==> config.mk <==
export PLATFORM = sky130hd
export DESIGN_NAME = debounce_bank
export DESIGN_NICKNAME = d
export VERILOG_FILES = /design/src/rtl/debounce_pkg.sv /design/src/rtl/debounce_chan.sv /design/src/rtl/debounce_bank.sv
export SDC_FILE = /design/constraint.sdc
export NUM_CORES = 1
export LEC_CHECK = 0
export ABC_AREA = 1
export BUFFER_PORTS_ARGS = -buffer_cell sky130_fd_sc_hd__buf_2
export CAP_MARGIN = 25
export CORE_UTILIZATION = 60
export CTS_CLUSTER_DIAMETER = 100
export CTS_CLUSTER_SIZE = 28
export DETAILED_ROUTE_END_ITERATION = 6
export HOLD_SLACK_MARGIN = 0.12
export MAX_ROUTING_LAYER = met4
export PLACE_DENSITY = 0.77
export SYNTH_ARGS = -nofsm -noshare
export SYNTH_HDL_FRONTEND = slang
export SYNTH_SLANG_ARGS = --single-unit
==> constraint.sdc <==
create_clock -name clk -period 1.6 [get_ports clk]
set_input_delay 0.16 -clock clk [delete_from_list [all_inputs] [get_ports clk]]
set_output_delay 0.16 -clock clk [all_outputs]
set_load 0.01 [all_outputs]
==> src/rtl/debounce_pkg.sv <==
// Shared types and sizing helpers for the debounce bank.
package debounce_pkg;

  typedef enum logic [1:0] {
    IDLE        = 2'd0,
    HOLD_DELAY  = 2'd1,
    HOLD_REPEAT = 2'd2
  } rpt_state_t;

  // Counter width able to hold 0..n-1, never below one bit.
  function automatic int cnt_w(input int n);
    return (n > 2) ? $clog2(n) : 1;
  endfunction

  function automatic int max2(input int a, input int b);
    return (a > b) ? a : b;
  endfunction

endpackage

==> src/rtl/debounce_chan.sv <==
// One debounced channel: 2-flop synchroniser, symmetric stable-time qualifier,
// and auto-repeat FSM producing registered level/rise/fall/press.
module debounce_chan
  import debounce_pkg::*;
#(
  parameter int DB_CYCLES     = 100000000,
  parameter int REPEAT_EN     = 0,
  parameter int REPEAT_DELAY  = 50000000,
  parameter int REPEAT_PERIOD = 10000000
) (
  input  logic clk,
  input  logic rst_ext,
  input  logic undeb,
  output logic deb,
  output logic rise,
  output logic fall,
  output logic press
);

  localparam int CW = cnt_w(DB_CYCLES);
  localparam int RW = cnt_w(max2(REPEAT_DELAY, REPEAT_PERIOD));
  localparam logic [CW-1:0] DB_LAST = CW'(DB_CYCLES - 1);
  localparam logic [RW-1:0] RD_LAST = RW'(REPEAT_DELAY - 1);
  localparam logic [RW-1:0] RP_LAST = RW'(REPEAT_PERIOD - 1);

  logic          s1_q, s2_q, deb_q, rise_q, fall_q, press_q;
  logic [CW-1:0] cnt_q, cnt_d;
  logic [RW-1:0] rcnt_q;
  rpt_state_t    st_q;
  logic          chg, acc, acc_hi, acc_lo;

  // Any sample matching the current level discards accumulated credit.
  always_comb begin
    chg    = (s2_q != deb_q);
    acc    = chg && (cnt_q == DB_LAST);
    acc_hi = acc && s2_q;
    acc_lo = acc && !s2_q;
    cnt_d  = '0;
    if (chg && !acc) cnt_d = cnt_q + 1'b1;
  end

  always_ff @(posedge clk) begin
    if (rst_ext) begin
      s1_q    <= 1'b0;
      s2_q    <= 1'b0;
      deb_q   <= 1'b0;
      rise_q  <= 1'b0;
      fall_q  <= 1'b0;
      press_q <= 1'b0;
      cnt_q   <= '0;
      rcnt_q  <= '0;
      st_q    <= IDLE;
    end else begin
      s1_q    <= undeb;
      s2_q    <= s1_q;
      cnt_q   <= cnt_d;
      if (acc) deb_q <= s2_q;
      rise_q  <= acc_hi;
      fall_q  <= acc_lo;
      press_q <= 1'b0;
      if (acc_lo) begin
        st_q   <= IDLE;
        rcnt_q <= '0;
      end else begin
        case (st_q)
          IDLE: begin
            if (acc_hi) begin
              press_q <= 1'b1;
              rcnt_q  <= '0;
              if (REPEAT_EN != 0) st_q <= HOLD_DELAY;
            end
          end
          HOLD_DELAY: begin
            if (rcnt_q == RD_LAST) begin
              st_q    <= HOLD_REPEAT;
              rcnt_q  <= '0;
              press_q <= 1'b1;
            end else begin
              rcnt_q <= rcnt_q + 1'b1;
            end
          end
          HOLD_REPEAT: begin
            if (rcnt_q == RP_LAST) begin
              rcnt_q  <= '0;
              press_q <= 1'b1;
            end else begin
              rcnt_q <= rcnt_q + 1'b1;
            end
          end
          default: begin
            st_q   <= IDLE;
            rcnt_q <= '0;
          end
        endcase
      end
    end
  end

  assign deb   = deb_q;
  assign rise  = rise_q;
  assign fall  = fall_q;
  assign press = press_q;

endmodule

==> src/rtl/debounce_bank.sv <==
// N_CH independent debounced key channels plus a lowest-index press encoder
// so the consumer sees at most one key event per clock.
module debounce_bank
  import debounce_pkg::*;
#(
  parameter int N_CH          = 4,
  parameter int DB_CYCLES     = 100000000,
  parameter int REPEAT_EN     = 0,
  parameter int REPEAT_DELAY  = 50000000,
  parameter int REPEAT_PERIOD = 10000000
) (
  input  logic                     clk,
  input  logic                     rst_ext,
  input  logic [N_CH-1:0]          undeb,
  output logic [N_CH-1:0]          deb,
  output logic [N_CH-1:0]          rise,
  output logic [N_CH-1:0]          fall,
  output logic [N_CH-1:0]          press,
  output logic                     any_press,
  output logic [cnt_w(N_CH)-1:0]   press_idx
);

  localparam int IW = cnt_w(N_CH);

  for (genvar g = 0; g < N_CH; g++) begin : g_ch
    debounce_chan #(
      .DB_CYCLES    (DB_CYCLES),
      .REPEAT_EN    (REPEAT_EN),
      .REPEAT_DELAY (REPEAT_DELAY),
      .REPEAT_PERIOD(REPEAT_PERIOD)
    ) u_chan (
      .clk    (clk),
      .rst_ext(rst_ext),
      .undeb  (undeb[g]),
      .deb    (deb[g]),
      .rise   (rise[g]),
      .fall   (fall[g]),
      .press  (press[g])
    );
  end

  // Scan high to low so the lowest pressed index wins.
  always_comb begin
    any_press = |press;
    press_idx = '0;
    for (int i = N_CH - 1; i >= 0; i--) begin
      if (press[i]) press_idx = IW'(i);
    end
  end

endmodule

Yosys cells after proc, flatten, opt, wreduce, memory -nomap -nowiden:

Cells that the tools add are included.

* register bits: 244
* input port bits: 6
* output and inout bits: 19
* word-level logic and storage cells: 173

* add/subtract/negate cells: 8
* equal/unequal tests: 32
* mux-type cells: 44
* bitwise gates (word level): 8
* reduce and logical (&&, ||, !) cells: 45

Operator list (number)
* two-way mux 26 bit: 12
* case mux 26 bit (3 select lines): 4
* adder 27 x 1 -> 27 bit, second input constant: 4
* == test 27 bit, second input constant: 4
* adder 26 x 1 -> 26 bit, second input constant: 4
* == test 26 x 24 -> 1 bit, second input constant: 4
* == test 26 bit, second input constant: 4
* OR reduction 2 bit: 12
* logical AND 1 bit: 16
* two-way mux 2 bit: 8
* != test 2 x 1 -> 1 bit, second input constant: 8
* case mux 2 bit (2 select lines): 4
* two-way mux 1 bit: 12
* case mux 1 bit (3 select lines): 4
* == test 2 x 1 -> 1 bit, second input constant: 4
* == test 2 bit, second input constant: 4
* zero test 1 bit: 8
* zero test 2 bit: 4
* NOT 1 bit: 8
* AND reduction 2 bit: 4
* != test 1 bit: 4
* OR reduction 4 bit: 1

Depth between registers and ports, before layout:

* depth in word-level cells: 6
* depth in mapped cells: 10
* depth with buffers taken out: 10

Cells and area by module:

From an unflattened synthesis, not the netlist that was laid out.

* cells, all modules: 1052
* area total of the unflattened synthesis: 6835.3 um^2

By module, submodules not included
* debounce_chan (g_ch[0].u_chan ...): instances 3, cells each 260, area an instance 1696.6 um^2, seq. area each 660.6 um^2
* debounce_chan (g_ch[3].u_chan): instances 1, cells each 263, area an instance 1699.1 um^2, seq. area each 660.6 um^2
* debounce_bank: instances 1, cells each 9, area an instance 46.3 um^2, seq. area each 0.0 um^2

Worst setup path after synthesis:

OpenSTA, ideal clock, no wires.

* path kind: reg2reg
* start point: register g_ch[2].u_chan.cnt_q[0]
* end point: register g_ch[2].u_chan.cnt_q[15]
* library setup time: 0.115 ns
* arrival time: 1.309 ns
* data required time: 1.485 ns
* path slack: 0.177 ns
* stages on the path, launching flop included: 10
* buffers on the path: 1
* period minus slack after synthesis: 1.423 ns
* cells stage by stage: dfxtp_1 > ha_1 > nand3_1 > inv_2 > nand2_2 > nor2_2 > nand2_2 > nand2_4 > buf_6 > nor2_1

* word-level cells in the longest chain between the ends: 6
* elaborated cells on any way between the ends: 7
* classes of those cells: 1 x add/sub; 1 x eq/ne; 1 x bitwise; 4 x reduce/logical

Ends and longest elaborated chain
* start: declaration: RTL line debounce_chan.sv:27 `logic [CW-1:0] cnt_q, cnt_d;`
* start signal: assignment: RTL line debounce_chan.sv:56 `cnt_q <= cnt_d;`
* parallel branches: the longest is 6 deep, another holds adder 27 x 1 -> 27 bit

Parallel ways; which one is timed is not known.
A chain may end at the register's enable or synchronous reset.

Worst setup path in the final report:

* start point: register g_ch[1].u_chan.cnt_q[0]
* end point: register g_ch[1].u_chan.cnt_q[26]

* word-level cells in the longest chain between the ends: 6
* elaborated cells on any way between the ends: 7
* classes of those cells: 1 x add/sub; 1 x eq/ne; 1 x bitwise; 4 x reduce/logical

Ends and longest elaborated chain (RTL line)
* start: declaration: debounce_chan.sv:27
* start signal: assignment: debounce_chan.sv:56
* parallel branches: the longest is 6 deep, another holds adder 27 x 1 -> 27 bit

Parallel ways; which one is timed is not known.

==> flow_summary.yaml <==
detailed_routing:
  finalWirelength_mm: 14.6
  wl_per_cell_um: 11.9
  drc: 0
  first_pass_iters: 6
  vias: 6170
  ant_nets: 0
  viasPerCell: 5.00
  initialDrtViolationCount: 327
timing:
  finalHoldViolCount: 0
  finalSetupViolCount: 0
  fmax_mhz: 660
  tns_ns: 0
  drv_slew: 0
  rsz0062_at_grt: "true"
  clock_skew_ns: 0.00825
  timing.final.crit_share_pct: 94.6
  period_minus_slack_ns: 1.51
  maxSlewHeadroom_pct: 73.9
  worst_pin_slew_ns: 0.388
pwr:
  sw_frac_of_total_pct: 20.1
  p_leak_nw: 2.76
  clkPwrFrac_pct: 53.8
  p_per_area_nw_per_um2: 936
  p_comb_share_pct: 1.5
  p_int_w: 0.00590
  pwr-share-seq_pct: 44.8
  p_sw_w: 0.00148
  ir_worst_vdd_mv: 0.915
  p_total_w: 0.00739
min_path:
  holdPathEnd: "g_ch[0].u_chan.s2_q$_SDFF_PP0_"
  holdPathStages: 2
  hold_path_class: "register to register"
  worstHoldStart: "g_ch[0].u_chan.s1_q$_SDFF_PP0_"
die:
  core_um2: 10900
  row_count: 38
  start_util_pct: 62.2
  die_h_um: 108
  die_w_um: 108
  die-area_um2: 11800
  pin_count: 25
worst_setup_path:
  rrSetupSlack_ns: 0.09
  setup.worst_path.class: "register to register"
  arrival_ns: 1.82
  cp.required_ns: 1.90
  crit_fanout: 7
  ff2ff_path_depth: 9
  cp_top_family: "simple AND/OR/NAND/NOR gates"
  timing.rr.end: "g_ch[1].u_chan.cnt_q[26]$_SDFF_PP0_"
  end_kind: "register"
  critical_path_buf_inv_count: 2
  crit_path_max_incr_delay_ns: 0.33
  reg2reg_from: "g_ch[1].u_chan.cnt_q[0]$_SDFF_PP0_"
  cp_slowest_cell: "dfxtp_1"
  worstSetupStartpointType: "register"
  path_cells: "ha_2, inv_1, nor2_4, nand2_4, nor2_4, nand2_2, nand2_4, buf_4, a21oi_1"
  cp_num_cells: 9
synthesis:
  seq_area_frac_synth_pct: 38.9
  synth_compound_area_share_pct: 3.53
  synth.distinct_cells: 26
  ys_ff_latch: 132
  synth.avg_cell_area_um2: 6.64
  yosys.area_share.simple_pct: 41.7
  synth_top_area_share_pct: 38.9
  synth_top_family_by_area: "simple AND/OR/NAND/NOR gates"
  synth_ff_type: "dfxtp_1"
  synthCells: 1023
  ys_async_sr_fraction_pct: 0
  syn_area_um2: 6800
  synth_area_leaders: "dfxtp_1 39%, nand2_1 16%, nor2_1 14%"
  synthAdderAreaFrac_pct: 0.736
  synth_edf_count: 0
  synth_warnings: 0
  yosysMostFrequentCell: "nand2_1"
  synth.largest_area_cell: "dfxtp_1"
  synthMuxAreaShare_pct: 0
  syn_nets: 1033
  synth-xor-area-share_pct: 6.31
  synth_common_cells: "288 x nand2_1, 247 x nor2_1, 132 x dfxtp_1, 101 x inv_1, 45 x a21oi_1"
layout:
  drive_above_1_share_pct: 11.4
  finalNonFillerCells: 1233
  finalNetCount: 1091
  area_delta_synth_final_pct: 16.1
  fillCellCount: 905
  n_antenna_cell: 0
clocking:
  clk_pin_slew_ns: 0.06
  cts-root-buf: "clkbuf_16"
  cts_max_level: 4
  cts.sinks: 132
  cts_max_path_buffers: 2
  numCtsBuffers: 17
  insertion_delay_ns: 0.43
  cts_tree: "yes"
global_routing:
  grt_max_degree: 21
  grt_pass1_wl_mm: 24.2
  antenna_found_initial: 0
  track_usage_pct: 27.2
  grt_pass1_vias: 5473
  gr-total-overflow: 0
placed_design:
  dp_cells: 1187
  place_hpwl_mm: 10.8
  place_congestion: 0.924
  io_buffers: 24
outcome:
  outcome: "complete, no violations"
job:
  maxCapViolCount: 0
[worst max path at each step]
stage,slack (ns),to,startpoint
floorplan,0.18,g_ch[2].u_chan.cnt_q[15]$_SDFF_PP0_,g_ch[2].u_chan.cnt_q[0]$_SDFF_PP0_
global route,-0.003,g_ch[2].u_chan.cnt_q[17]$_SDFF_PP0_,g_ch[2].u_chan.cnt_q[2]$_SDFF_PP0_
detailed placement,0.05,g_ch[1].u_chan.cnt_q[26]$_SDFF_PP0_,g_ch[1].u_chan.cnt_q[1]$_SDFF_PP0_
global placement,0.10,g_ch[3].u_chan.cnt_q[15]$_SDFF_PP0_,g_ch[3].u_chan.cnt_q[0]$_SDFF_PP0_
finish,0.09,g_ch[1].u_chan.cnt_q[26]$_SDFF_PP0_,g_ch[1].u_chan.cnt_q[0]$_SDFF_PP0_
CTS,0.02,g_ch[1].u_chan.cnt_q[26]$_SDFF_PP0_,g_ch[1].u_chan.cnt_q[1]$_SDFF_PP0_
[metrics by stage]
stage                     area (um^2)  hold WS [ns]  utilization, %  setup slack [ns]
after detailed placement         7130         0.391            65.2            0.0541
after floorplan                  6800         0.267               -             0.177
after global placement           7130         0.389            65.2             0.105
final                            7890         0.399            72.2            0.0856
after global routing             7890         0.417            72.2          -0.00308
after CTS                        7830         0.401            71.6            0.0185
[worst register-to-register path: stages, from the launching register on]
cell and delay [ns]:
dfxtp_1 0.33, ha_2 0.19, inv_1 0.08, nor2_4 0.13
nand2_4 0.10, nor2_4 0.12, nand2_2 0.09, nand2_4 0.14
buf_4 0.16, a21oi_1 0.05
[registers in the layout, indices dropped and copies added, names as in the netlist]
name / count
g_ch.u_chan.cnt_q: 108
g_ch.u_chan.deb: 4
g_ch.u_chan.fall: 4
g_ch.u_chan.press: 4
g_ch.u_chan.rise: 4
g_ch.u_chan.s1_q: 4
g_ch.u_chan.s2_q: 4
[power by group through the flow]
stage          Combinational [W]  Clock, W  Sequential [W]
3_3_place_gp           0.0000848         0         0.00338
5_1_grt                 0.000120   0.00416         0.00331
4_1_cts                 0.000102   0.00400         0.00331
6_report                0.000108   0.00397         0.00331
3_5_place_dp           0.0000854         0         0.00338
2_1_floorplan          0.0000568         0         0.00338
[kinds of logic after synthesis]
family | Yosys count
AOI/OAI and AO/OA | 48
xor gates and xnor gates | 49
adders and majority gates | 4
buffers and inverters | 128
DFF | 132
and+or+nand+nor | 662
[layer usage]
layer | vias to the layer above | track usage, % | part of all wire, %
met4 | 0 | 10.8 | 2.1
li1 | 3256 | - | -
met3 | 31 | 7.11 | 4.3
met5 | - | - | 0
met1 | 2750 | 33.2 | 47
met2 | 133 | 42.8 | 47
[layout make-up]
type,instances,area (um^2),area share [%]
inverters,102,383,4.85
clock inverters,9,128,1.62
clock buffers,22,474,6.01
multi-input cells,763,3570,45.3
repair buffers,65,513,6.50
well taps,140,175,2.22
flip-flops and latches,132,2650,33.5
[what timing repair did]
action | 4_1_cts | 5_1_grt
setup endpoints to repair | 0 | 62
hold buffers | 9 | 0
setup buffers | 0 | 6
resized for setup | 0 | 7
hold endpoints to repair | 8 | 0
[placed cells by master (no fill, tap or decap), types with 3 or more instances in the layout]
cell type      count
inv_1            101
nor2_1           245
buf_2             24
nand3b_1          26
nand2_4            5
or2_0              3
a21oi_1           45
and2_1             5
nand4_1           10
xor2_1            18
or2_2              8
clkinv_2           3
buf_12             5
dfxtp_1          130
nor3_1            10
clkbuf_8           3
clkbuf_16         17
bufinv_16          3
nor2_4             4
clkinvlp_4         3
xnor2_1           31
nand2_1          288
buf_4             27
nand2_2            4
o21ai_0            3
nand3_1           38
nor2_2            11
dlygate4sd3_1      9
Power figures use the tool's default switching activity.
